==> config.mk <==
export PLATFORM = sky130hd
export DESIGN_NAME = mul_div_unit_flat
export DESIGN_NICKNAME = d
export VERILOG_FILES = /design/src/rtl/mul_div_unit_pkg.sv /design/src/rtl/mul_div_unit_if.sv /design/src/rtl/mul_div_unit_div_core.sv /design/src/rtl/mul_div_unit.sv /design/src/flat_wrapper.sv
export SDC_FILE = /design/constraint.sdc
export NUM_CORES = 1
export LEC_CHECK = 0
export CAP_MARGIN = 15
export CORE_MARGIN = 2
export CORE_UTILIZATION = 55
export DETAILED_ROUTE_END_ITERATION = 10
export PLACE_DENSITY = 0.86
export SETUP_SLACK_MARGIN = 0.02
export SLEW_MARGIN = 20
export SYNTH_ARGS = -nofsm -noshare
export SYNTH_HDL_FRONTEND = slang
export SYNTH_SLANG_ARGS = --single-unit
==> constraint.sdc <==
create_clock -name i_clk -period 5.82 [get_ports i_clk]
set_input_delay 1.455 -clock i_clk [delete_from_list [all_inputs] [get_ports i_clk]]
set_output_delay 1.455 -clock i_clk [all_outputs]
set_load 0.05 [all_outputs]
==> src/rtl/mul_div_unit_pkg.sv <==
// Shared definitions for the iterative multiply/divide unit:
// op codes, FSM state codes and the latched op decode bundle.
package mul_div_unit_pkg;

    localparam int OP_W        = 3;
    localparam int MD_OP_BUS_W = OP_W;

    typedef enum logic [OP_W-1:0] {
        MDU_OP_MULL  = 3'd0,
        MDU_OP_MULH  = 3'd1,
        MDU_OP_MULHU = 3'd2,
        MDU_OP_DIVS  = 3'd3,
        MDU_OP_DIVU  = 3'd4,
        MDU_OP_REMS  = 3'd5,
        MDU_OP_REMU  = 3'd6
    } mdu_op_e;

    typedef enum logic [1:0] {
        MDU_ST_IDLE = 2'd0,
        MDU_ST_CALC = 2'd1,
        MDU_ST_FIX  = 2'd2,
        MDU_ST_DONE = 2'd3
    } mdu_state_e;

    typedef struct packed {
        logic is_div;
        logic is_rem;
        logic is_hi;
        logic is_sgn;
    } mdu_dec_t;

    // Unknown codes fall back to MULL.
    function automatic mdu_dec_t mdu_decode(input logic [OP_W-1:0] op);
        mdu_dec_t d;
        d = '0;
        case (op)
            MDU_OP_MULH:  begin d.is_hi = 1'b1; d.is_sgn = 1'b1; end
            MDU_OP_MULHU: begin d.is_hi = 1'b1; end
            MDU_OP_DIVS:  begin d.is_div = 1'b1; d.is_sgn = 1'b1; end
            MDU_OP_DIVU:  begin d.is_div = 1'b1; end
            MDU_OP_REMS:  begin
                d.is_div = 1'b1;
                d.is_rem = 1'b1;
                d.is_sgn = 1'b1;
            end
            MDU_OP_REMU:  begin d.is_div = 1'b1; d.is_rem = 1'b1; end
            default:      begin d.is_sgn = 1'b1; end
        endcase
        return d;
    endfunction

endpackage

==> src/rtl/mul_div_unit_if.sv <==
// Operand/result handshake bundle between the EX stage (master)
// and the multiply/divide unit (slave).
//   in_valid/in_ready/op/in_0/in_1 : operand channel
//   out_valid/out_ready/out/of/dz  : result channel
interface mul_div_unit_if import mul_div_unit_pkg::*; #(
    parameter int DATA_W = 32
);
    logic              in_valid;
    logic              in_ready;
    logic [OP_W-1:0]   op;
    logic [DATA_W-1:0] in_0;
    logic [DATA_W-1:0] in_1;
    logic              out_valid;
    logic              out_ready;
    logic [DATA_W-1:0] out;
    logic              of;
    logic              dz;

    modport master (
        output in_valid, op, in_0, in_1, out_ready,
        input  in_ready, out_valid, out, of, dz
    );

    modport slave (
        input  in_valid, op, in_0, in_1, out_ready,
        output in_ready, out_valid, out, of, dz
    );
endinterface

==> src/rtl/mul_div_unit_div_core.sv <==
// Restoring divider: one quotient bit per i_step, unsigned magnitudes.
// Ports: i_clk, i_reset (sync, active-low), i_load, i_step,
//   i_dividend, i_divisor -> o_quo, o_rem. Built only with MDU_DIV_EN.
`ifdef MDU_DIV_EN
module mdu_div_core #(
    parameter int DATA_W = 32
) (
    input  logic              i_clk,
    input  logic              i_reset,
    input  logic              i_load,
    input  logic              i_step,
    input  logic [DATA_W-1:0] i_dividend,
    input  logic [DATA_W-1:0] i_divisor,
    output logic [DATA_W-1:0] o_quo,
    output logic [DATA_W-1:0] o_rem
);
    logic [DATA_W-1:0] r_quo;
    logic [DATA_W-1:0] r_rem;
    logic [DATA_W:0]   w_shift;
    logic              w_ge;
    logic [DATA_W-1:0] w_diff;

    // Partial remainder shifted left with the next dividend bit.
    assign w_shift = {r_rem, r_quo[DATA_W-1]};
    assign w_ge    = w_shift >= {1'b0, i_divisor};
    // Only taken when w_ge, so the result always fits DATA_W bits.
    assign w_diff  = w_shift[DATA_W-1:0] - i_divisor;

    always_ff @(posedge i_clk) begin
        if (!i_reset) begin
            r_quo <= '0;
            r_rem <= '0;
        end else if (i_load) begin
            r_quo <= i_dividend;
            r_rem <= '0;
        end else if (i_step) begin
            if (w_ge) begin
                r_rem <= w_diff;
                r_quo <= {r_quo[DATA_W-2:0], 1'b1};
            end else begin
                r_rem <= w_shift[DATA_W-1:0];
                r_quo <= {r_quo[DATA_W-2:0], 1'b0};
            end
        end
    end

    assign o_quo = r_quo;
    assign o_rem = r_rem;
endmodule
`endif

==> src/rtl/mul_div_unit.sv <==
// Iterative MUL/MULH/MULHU/DIV/REM unit, one op in flight, 1 bit/cycle.
// Ports: i_clk, i_reset (sync, active-low), i_flush, bus (slave side
// of mul_div_unit_if). Macro MDU_DIV_EN enables the divider datapath;
// without it DIV*/REM* return out=0, of=0, dz=1 on the fast path.
module mul_div_unit import mul_div_unit_pkg::*; #(
    parameter int DATA_W = 32
) (
    input  logic          i_clk,
    input  logic          i_reset,
    input  logic          i_flush,
    mul_div_unit_if.slave bus
);
    localparam int CNT_W = $clog2(DATA_W);

    mdu_state_e          r_state;
    mdu_state_e          w_next;
    mdu_dec_t            w_dec;
    mdu_dec_t            r_dec;

    logic                w_in_ready;
    logic                w_out_valid;
    logic                w_accept;
    logic                w_fast;
    logic                w_load;
    logic                w_step;
    logic                w_fix;
    logic                w_last;

    logic                w_a_neg;
    logic                w_b_neg;
    logic [DATA_W-1:0]   w_a_mag;
    logic [DATA_W-1:0]   w_b_mag;

    logic [DATA_W-1:0]   r_a;
    logic [DATA_W-1:0]   r_b;
    logic                r_neg_q;
    logic                r_neg_r;
    logic [CNT_W-1:0]    r_cnt;
    logic [2*DATA_W-1:0] r_prod;

    logic [DATA_W:0]     w_sum;
    logic [2*DATA_W-1:0] w_prod_s;
    logic [DATA_W-1:0]   w_mul_res;
    logic                w_mul_of;
    logic [DATA_W-1:0]   w_res;
    logic                w_res_of;

    logic [DATA_W-1:0]   w_fast_out;
    logic                w_fast_of;
    logic                w_fast_dz;

    logic [DATA_W-1:0]   r_out;
    logic                r_of;
    logic                r_dz;

    // ---------------- operand conditioning ----------------
    assign w_dec    = mdu_decode(bus.op);
    assign w_a_neg  = w_dec.is_sgn & bus.in_0[DATA_W-1];
    assign w_b_neg  = w_dec.is_sgn & bus.in_1[DATA_W-1];
    assign w_a_mag  = w_a_neg ? -bus.in_0 : bus.in_0;
    assign w_b_mag  = w_b_neg ? -bus.in_1 : bus.in_1;
    assign w_accept = bus.in_valid & w_in_ready & ~i_flush;
    assign w_last   = r_cnt == CNT_W'(DATA_W - 1);

    // ---------------- fast path and divider ----------------
`ifdef MDU_DIV_EN
    localparam logic [DATA_W-1:0] MIN_NEG = {1'b1, {(DATA_W-1){1'b0}}};

    logic              w_dz;
    logic              w_ovf;
    logic [DATA_W-1:0] w_quo;
    logic [DATA_W-1:0] w_rem;
    logic [DATA_W-1:0] w_quo_s;
    logic [DATA_W-1:0] w_rem_s;

    assign w_dz   = w_dec.is_div & (bus.in_1 == '0);
    assign w_ovf  = w_dec.is_div & w_dec.is_sgn
                  & (bus.in_0 == MIN_NEG) & (bus.in_1 == '1);
    assign w_fast = w_dz | w_ovf;

    always_comb begin
        w_fast_out = '0;
        w_fast_of  = 1'b0;
        w_fast_dz  = 1'b0;
        if (w_dz) begin
            w_fast_out = w_dec.is_rem ? bus.in_0 : '1;
            w_fast_dz  = 1'b1;
        end else begin
            w_fast_out = w_dec.is_rem ? '0 : MIN_NEG;
            w_fast_of  = 1'b1;
        end
    end

    mdu_div_core #(
        .DATA_W     (DATA_W)
    ) u_div (
        .i_clk      (i_clk),
        .i_reset    (i_reset),
        .i_load     (w_load),
        .i_step     (w_step & r_dec.is_div),
        .i_dividend (w_a_mag),
        .i_divisor  (r_b),
        .o_quo      (w_quo),
        .o_rem      (w_rem)
    );

    // Quotient sign = sign(a)^sign(b); remainder follows dividend.
    assign w_quo_s  = r_neg_q ? -w_quo : w_quo;
    assign w_rem_s  = r_neg_r ? -w_rem : w_rem;
    assign w_res    = !r_dec.is_div ? w_mul_res
                    : (r_dec.is_rem ? w_rem_s : w_quo_s);
    assign w_res_of = !r_dec.is_div & w_mul_of;
`else
    logic w_unused_div;

    assign w_fast     = w_dec.is_div;
    assign w_fast_out = '0;
    assign w_fast_of  = 1'b0;
    assign w_fast_dz  = 1'b1;
    assign w_res      = w_mul_res;
    assign w_res_of   = w_mul_of;
    assign w_unused_div = ^{r_dec.is_rem, r_dec.is_div, r_neg_r};
`endif

    // ---------------- multiplier ----------------
    // Shift-add: upper half accumulates, lower half shifts out the
    // multiplier LSB-first; w_sum keeps the carry for the shift.
    assign w_sum = {1'b0, r_prod[2*DATA_W-1:DATA_W]}
                 + (r_prod[0] ? {1'b0, r_a} : '0);

    assign w_prod_s  = r_neg_q ? -r_prod : r_prod;
    assign w_mul_res = r_dec.is_hi ? w_prod_s[2*DATA_W-1:DATA_W]
                                   : w_prod_s[DATA_W-1:0];
    // Signed product fits DATA_W bits iff its top DATA_W+1 bits agree.
    assign w_mul_of  = !r_dec.is_hi
                     & !((&w_prod_s[2*DATA_W-1:DATA_W-1])
                     | ~(|w_prod_s[2*DATA_W-1:DATA_W-1]));

    // ---------------- FSM: state register ----------------
    always_ff @(posedge i_clk) begin
        if (!i_reset) begin
            r_state <= MDU_ST_IDLE;
        end else begin
            r_state <= w_next;
        end
    end

    // ---------------- FSM: next state ----------------
    always_comb begin
        w_next = r_state;
        if (i_flush) begin
            w_next = MDU_ST_IDLE;
        end else begin
            unique case (r_state)
                MDU_ST_IDLE: begin
                    if (w_accept) begin
                        w_next = w_fast ? MDU_ST_DONE : MDU_ST_CALC;
                    end
                end
                MDU_ST_CALC: begin
                    if (w_last) begin
                        w_next = MDU_ST_FIX;
                    end
                end
                MDU_ST_FIX:  w_next = MDU_ST_DONE;
                MDU_ST_DONE: begin
                    if (bus.out_ready) begin
                        w_next = MDU_ST_IDLE;
                    end
                end
                default:     w_next = MDU_ST_IDLE;
            endcase
        end
    end

    // ---------------- FSM: outputs ----------------
    always_comb begin
        w_in_ready  = 1'b0;
        w_out_valid = 1'b0;
        w_step      = 1'b0;
        w_fix       = 1'b0;
        unique case (r_state)
            MDU_ST_IDLE: w_in_ready  = 1'b1;
            MDU_ST_CALC: w_step      = 1'b1;
            MDU_ST_FIX:  w_fix       = ~i_flush;
            MDU_ST_DONE: w_out_valid = 1'b1;
            default:     w_in_ready  = 1'b0;
        endcase
    end

    assign w_load = w_accept;

    // ---------------- datapath registers ----------------
    always_ff @(posedge i_clk) begin
        if (!i_reset) begin
            r_dec   <= '0;
            r_a     <= '0;
            r_b     <= '0;
            r_neg_q <= 1'b0;
            r_neg_r <= 1'b0;
            r_cnt   <= '0;
            r_prod  <= '0;
            r_out   <= '0;
            r_of    <= 1'b0;
            r_dz    <= 1'b0;
        end else begin
            if (w_load) begin
                r_dec   <= w_dec;
                r_a     <= w_a_mag;
                r_b     <= w_b_mag;
                r_neg_q <= w_a_neg ^ w_b_neg;
                r_neg_r <= w_a_neg;
                r_cnt   <= '0;
                r_prod  <= {{DATA_W{1'b0}}, w_b_mag};
            end else if (w_step) begin
                r_cnt <= r_cnt + 1'b1;
                if (!r_dec.is_div) begin
                    r_prod <= {w_sum, r_prod[DATA_W-1:1]};
                end
            end
            if (w_accept && w_fast) begin
                r_out <= w_fast_out;
                r_of  <= w_fast_of;
                r_dz  <= w_fast_dz;
            end else if (w_fix) begin
                r_out <= w_res;
                r_of  <= w_res_of;
                r_dz  <= 1'b0;
            end
        end
    end

    assign bus.in_ready  = w_in_ready;
    assign bus.out_valid = w_out_valid;
    assign bus.out       = r_out;
    assign bus.of        = r_of;
    assign bus.dz        = r_dz;

endmodule

==> src/flat_wrapper.sv <==
// flat-port wrapper written by rule: the top's interface ports become plain ports
module mul_div_unit_flat import mul_div_unit_pkg::*;
#(
    parameter int DATA_W = 32
)
  (i_clk, i_reset, i_flush, bus_in_valid, bus_op, bus_in_0, bus_in_1, bus_out_ready, bus_in_ready, bus_out_valid, bus_out, bus_of, bus_dz);
  mul_div_unit_if #(.DATA_W(DATA_W)) bus_i ();
  input  logic i_clk;
  input  logic i_reset;
  input  logic i_flush;
  input wire logic [$bits(bus_i.in_valid)-1:0] bus_in_valid;
  input wire logic [$bits(bus_i.op)-1:0] bus_op;
  input wire logic [$bits(bus_i.in_0)-1:0] bus_in_0;
  input wire logic [$bits(bus_i.in_1)-1:0] bus_in_1;
  input wire logic [$bits(bus_i.out_ready)-1:0] bus_out_ready;
  output wire logic [$bits(bus_i.in_ready)-1:0] bus_in_ready;
  output wire logic [$bits(bus_i.out_valid)-1:0] bus_out_valid;
  output wire logic [$bits(bus_i.out)-1:0] bus_out;
  output wire logic [$bits(bus_i.of)-1:0] bus_of;
  output wire logic [$bits(bus_i.dz)-1:0] bus_dz;
  assign bus_i.in_valid = bus_in_valid;
  assign bus_i.op = bus_op;
  assign bus_i.in_0 = bus_in_0;
  assign bus_i.in_1 = bus_in_1;
  assign bus_i.out_ready = bus_out_ready;
  assign bus_in_ready = bus_i.in_ready;
  assign bus_out_valid = bus_i.out_valid;
  assign bus_out = bus_i.out;
  assign bus_of = bus_i.of;
  assign bus_dz = bus_i.dz;
  mul_div_unit #(.DATA_W(DATA_W)) u_core (.i_clk(i_clk), .i_reset(i_reset), .i_flush(i_flush), .bus(bus_i));
endmodule
==> qor.txt <==
Fill count: 1533
Status: finished, final reports clean
Die area: 20200 um2
Placement Setup Slack: 490 ps
Worst-path cell with the longest stage delay: nor4_1
Critical path cell sequence: clkdlybuf4s50_1 -> or4_1 -> or4b_1 -> or4_1 -> or4_1 -> nor4_1 -> a21oi_1 -> a21oi_1 -> xor2_1 -> o21ai_0
Area of the multi-input gates: 7220 um2
Critical Path AT: 5370 ps
CTS tree: done
Leak: 4.81 nW
M2 GR Usage: 46.0%
Ys flop type: dfxtp_1
Initial Utilization: 56.1%
Mapped Cells: 1393
Drt wl/cell: 17.3 um
F_max: 198 MHz
CTS Hold Bufs: 0
Met3 global-route usage: 5.32%
Pins over their slew limit: 0
GPL Wtd Cong: 1.03
Gates resized, CTS repair: 0
CP Data Required Time: 6120 ps
Starting DRT DRC Count: 1160
EDFF count, synth: 0
Die W: 142 um
Syn Nets: 1507
Slew at the pin with the worst max-slew slack: 914 ps
Post-Route WL: 29100 um
Final TNS setup: 0 ps
Worst Slack Setup Final: 758 ps
Finish-stage setup viols: 0
Clock buffer depth: 2
Synthesis-stage register bit count: 140
Top cell by count, worst path: or4_1
Antenna Cells: 0
CORE AREA: 18700 um2
Post-Syn Area per Cell: 7.53 um2
Initial antenna violation count: 0
Period utilization: 87.0%
Nets: 1548
Max-slew headroom: 39.0%
# DRC: 0
CTS sink cnt: 140
HP Class: register to register
Unique cell type count in the Yosys netlist: 66
PortBufs: 107
H-tree depth: 4
DP HPWL: 21400 um
Clock-pin transition on the worst setup and hold timing paths: 60 ps
Vias in the first global route: 9523
Num CTS Buffers: 17
Worst vdd ir: 217 uV
First-pass GRT wire length: 47600 um
Proportion of layout cells with a drive suffix above 1: 4.70%
Crit Path Category: input port to register
Post-CTS Setup Inserts: 0
Placed insts: 1649
Post-Synthesis Cell Area: 10500 um2
DR vias: 10500
Largest net degree at the start of global routing: 71
Sequential standard cell area: 2810 um2
Clock Skews: 8.94 ps
Max incr delay on CP: 620 ps
CTS Root Cell: clkbuf_16
Nature of the critical path endpoint: register
Grt ovf: 0
Unrepaired setup endpoints after global routing: no
Total of max-cap violations: 0
Post-synthesis sequential area ratio: 26.7%
Post-route minimum period: 5060 ps
Row Count: 50
Power Density: 224 nW/um2
Clk_lat worst skew: 420 ps
Total track usage: 28.9%
Drt first pass iters: 6
Startpoint Class: input port
Gr busiest metal: met2
IO Pins: 108
Die height: 142 um
DRT antenna net count: 0
DR vias/cell: 6.28
Synthesis Warnings: 0
Hold Vio Cnt, Final: 0
Ys async rst share: 0%
Grt met1 use: 39.4%
Max FO, Critical Path: 5
Post-Layout Cell Count: 1680
Synth-to-Final Area Change: 16.1%
## metal layers
metal / routed length (um) / vias to the layer above
met5: 0 / -
li1: - / 5119
met1: 12900 / 4894
met4: 697 / 0
met2: 13300 / 468
met3: 2280 / 63
## power breakdown
| part | internal, mW | switching, mW | total, mW |
|---|---|---|---|
| clock | 0.724 | 0.416 | 1.14 |
| sequential | 1.00 | 0.0665 | 1.07 |
| combinational | 0.215 | 0.304 | 0.519 |
| total | 1.94 | 0.786 | 2.73 |
## worst paths after layout
kind | start | end | slack, ps | cells after the start
worst min-delay path | u_core.r_a[27]$_SDFFE_PN0P_ | u_core.r_a[27]$_SDFFE_PN0P_ | 450 | 2
worst max-delay path | bus_in_0[10] | u_core.r_a[30]$_SDFFE_PN0P_ | 760 | 10
worst min register to register | u_core.r_a[27]$_SDFFE_PN0P_ | u_core.r_a[27]$_SDFFE_PN0P_ | 450 | 2
worst max register to register | u_core.r_prod[0]$_SDFFE_PN0P_ | u_core.r_prod[63]$_SDFFE_PP0P_ | 1040 | 14
## cell usage after synthesis (all sizes together) (30+ instances only)
library cell,n,area share [%]
a211oi,35,2.5
a21oi,108,5.2
and2,35,2.1
clkbuf,78,2.8
dfxtp,140,27
ha,41,4.9
nand2,201,7.2
nand3,60,2.9
nor2,113,4.0
nor3,30,1.4
o211a,47,4.5
o21ai,70,3.3
o31ai,31,2.4
xnor2,79,6.6
xor2,59,5.0
## registers in the layout (all words and copies together), names as in the netlist
register / flops
u_core.r_dec: 2
u_core.r_cnt: 5
u_core.bus.out: 32
u_core.bus.dz: 1
u_core.r_prod: 64
u_core.r_a: 32
u_core.r_neg_q: 1
u_core.r_state: 2
u_core.bus.of: 1
## worst max-delay path: cells and delay by family
kind | cells | cell delay [ps]
compound gates | 3 | 560
xor+xnor | 1 | 190
buf+inv | 1 | 450
simple gates | 5 | 2720
## cells in the final DEF, fill, tap and decap left out, types with 12 or more instances in the layout
cell and count:
dfxtp_1 138, or3_1 20, nor3_1 30, clkbuf_16 17, nand2_1 201, xor2_1 58
ha_1 41, nand3_1 60, a211oi_1 35, o21ai_0 69, inv_1 23, or4_1 14
nand2b_1 12, a21oi_1 108, nand4_1 12, xnor2_1 79, nor2_1 113, mux2i_1 13
and2_1 35, o211a_1 47, o31ai_1 28, nor4_1 25, clkdlybuf4s50_1 106, o41ai_1 18
## kinds of logic (layout without fill, tap and decap cells)
logic type | after synthesis | in the layout | synth area share [%]
AND/OR/NAND/NOR | 558 | 558 | 25.4
AO/OA/AOI/OAI | 382 | 382 | 25.3
flip-flops | 140 | 140 | 26.7
XOR/XNOR | 138 | 138 | 11.6
buffers and inverters | 119 | 172 | 4.52
adder cells (fa/ha/maj) | 42 | 42 | 5.08
multiplexers | 14 | 14 | 1.35
## final cells by class
class                   instances  share of cell area [%]
multi-input cells            1134                    59.3
flip-flops and latches        140                    23.1
repair buffers                118                    9.43
clock buffers                  20                    3.67
well taps                     234                    2.40
clock inverters                11                    1.39
inverters                      23                   0.709
## through the flow
stage | utilization, % | hold WS [ps] | total power [mW] | area [um2]
final | 65.1 | 448 | 2.73 | 12200
after floorplan | - | 417 | 1.43 | 10500
after detailed placement | 61.8 | 439 | 1.59 | 11600
after global routing | 65.1 | 501 | 2.83 | 12200
after global placement | 61.8 | 431 | 1.58 | 11600
after CTS | 65.1 | 453 | 2.72 | 12200
Note: power is estimated with default switching activity, not from simulation.
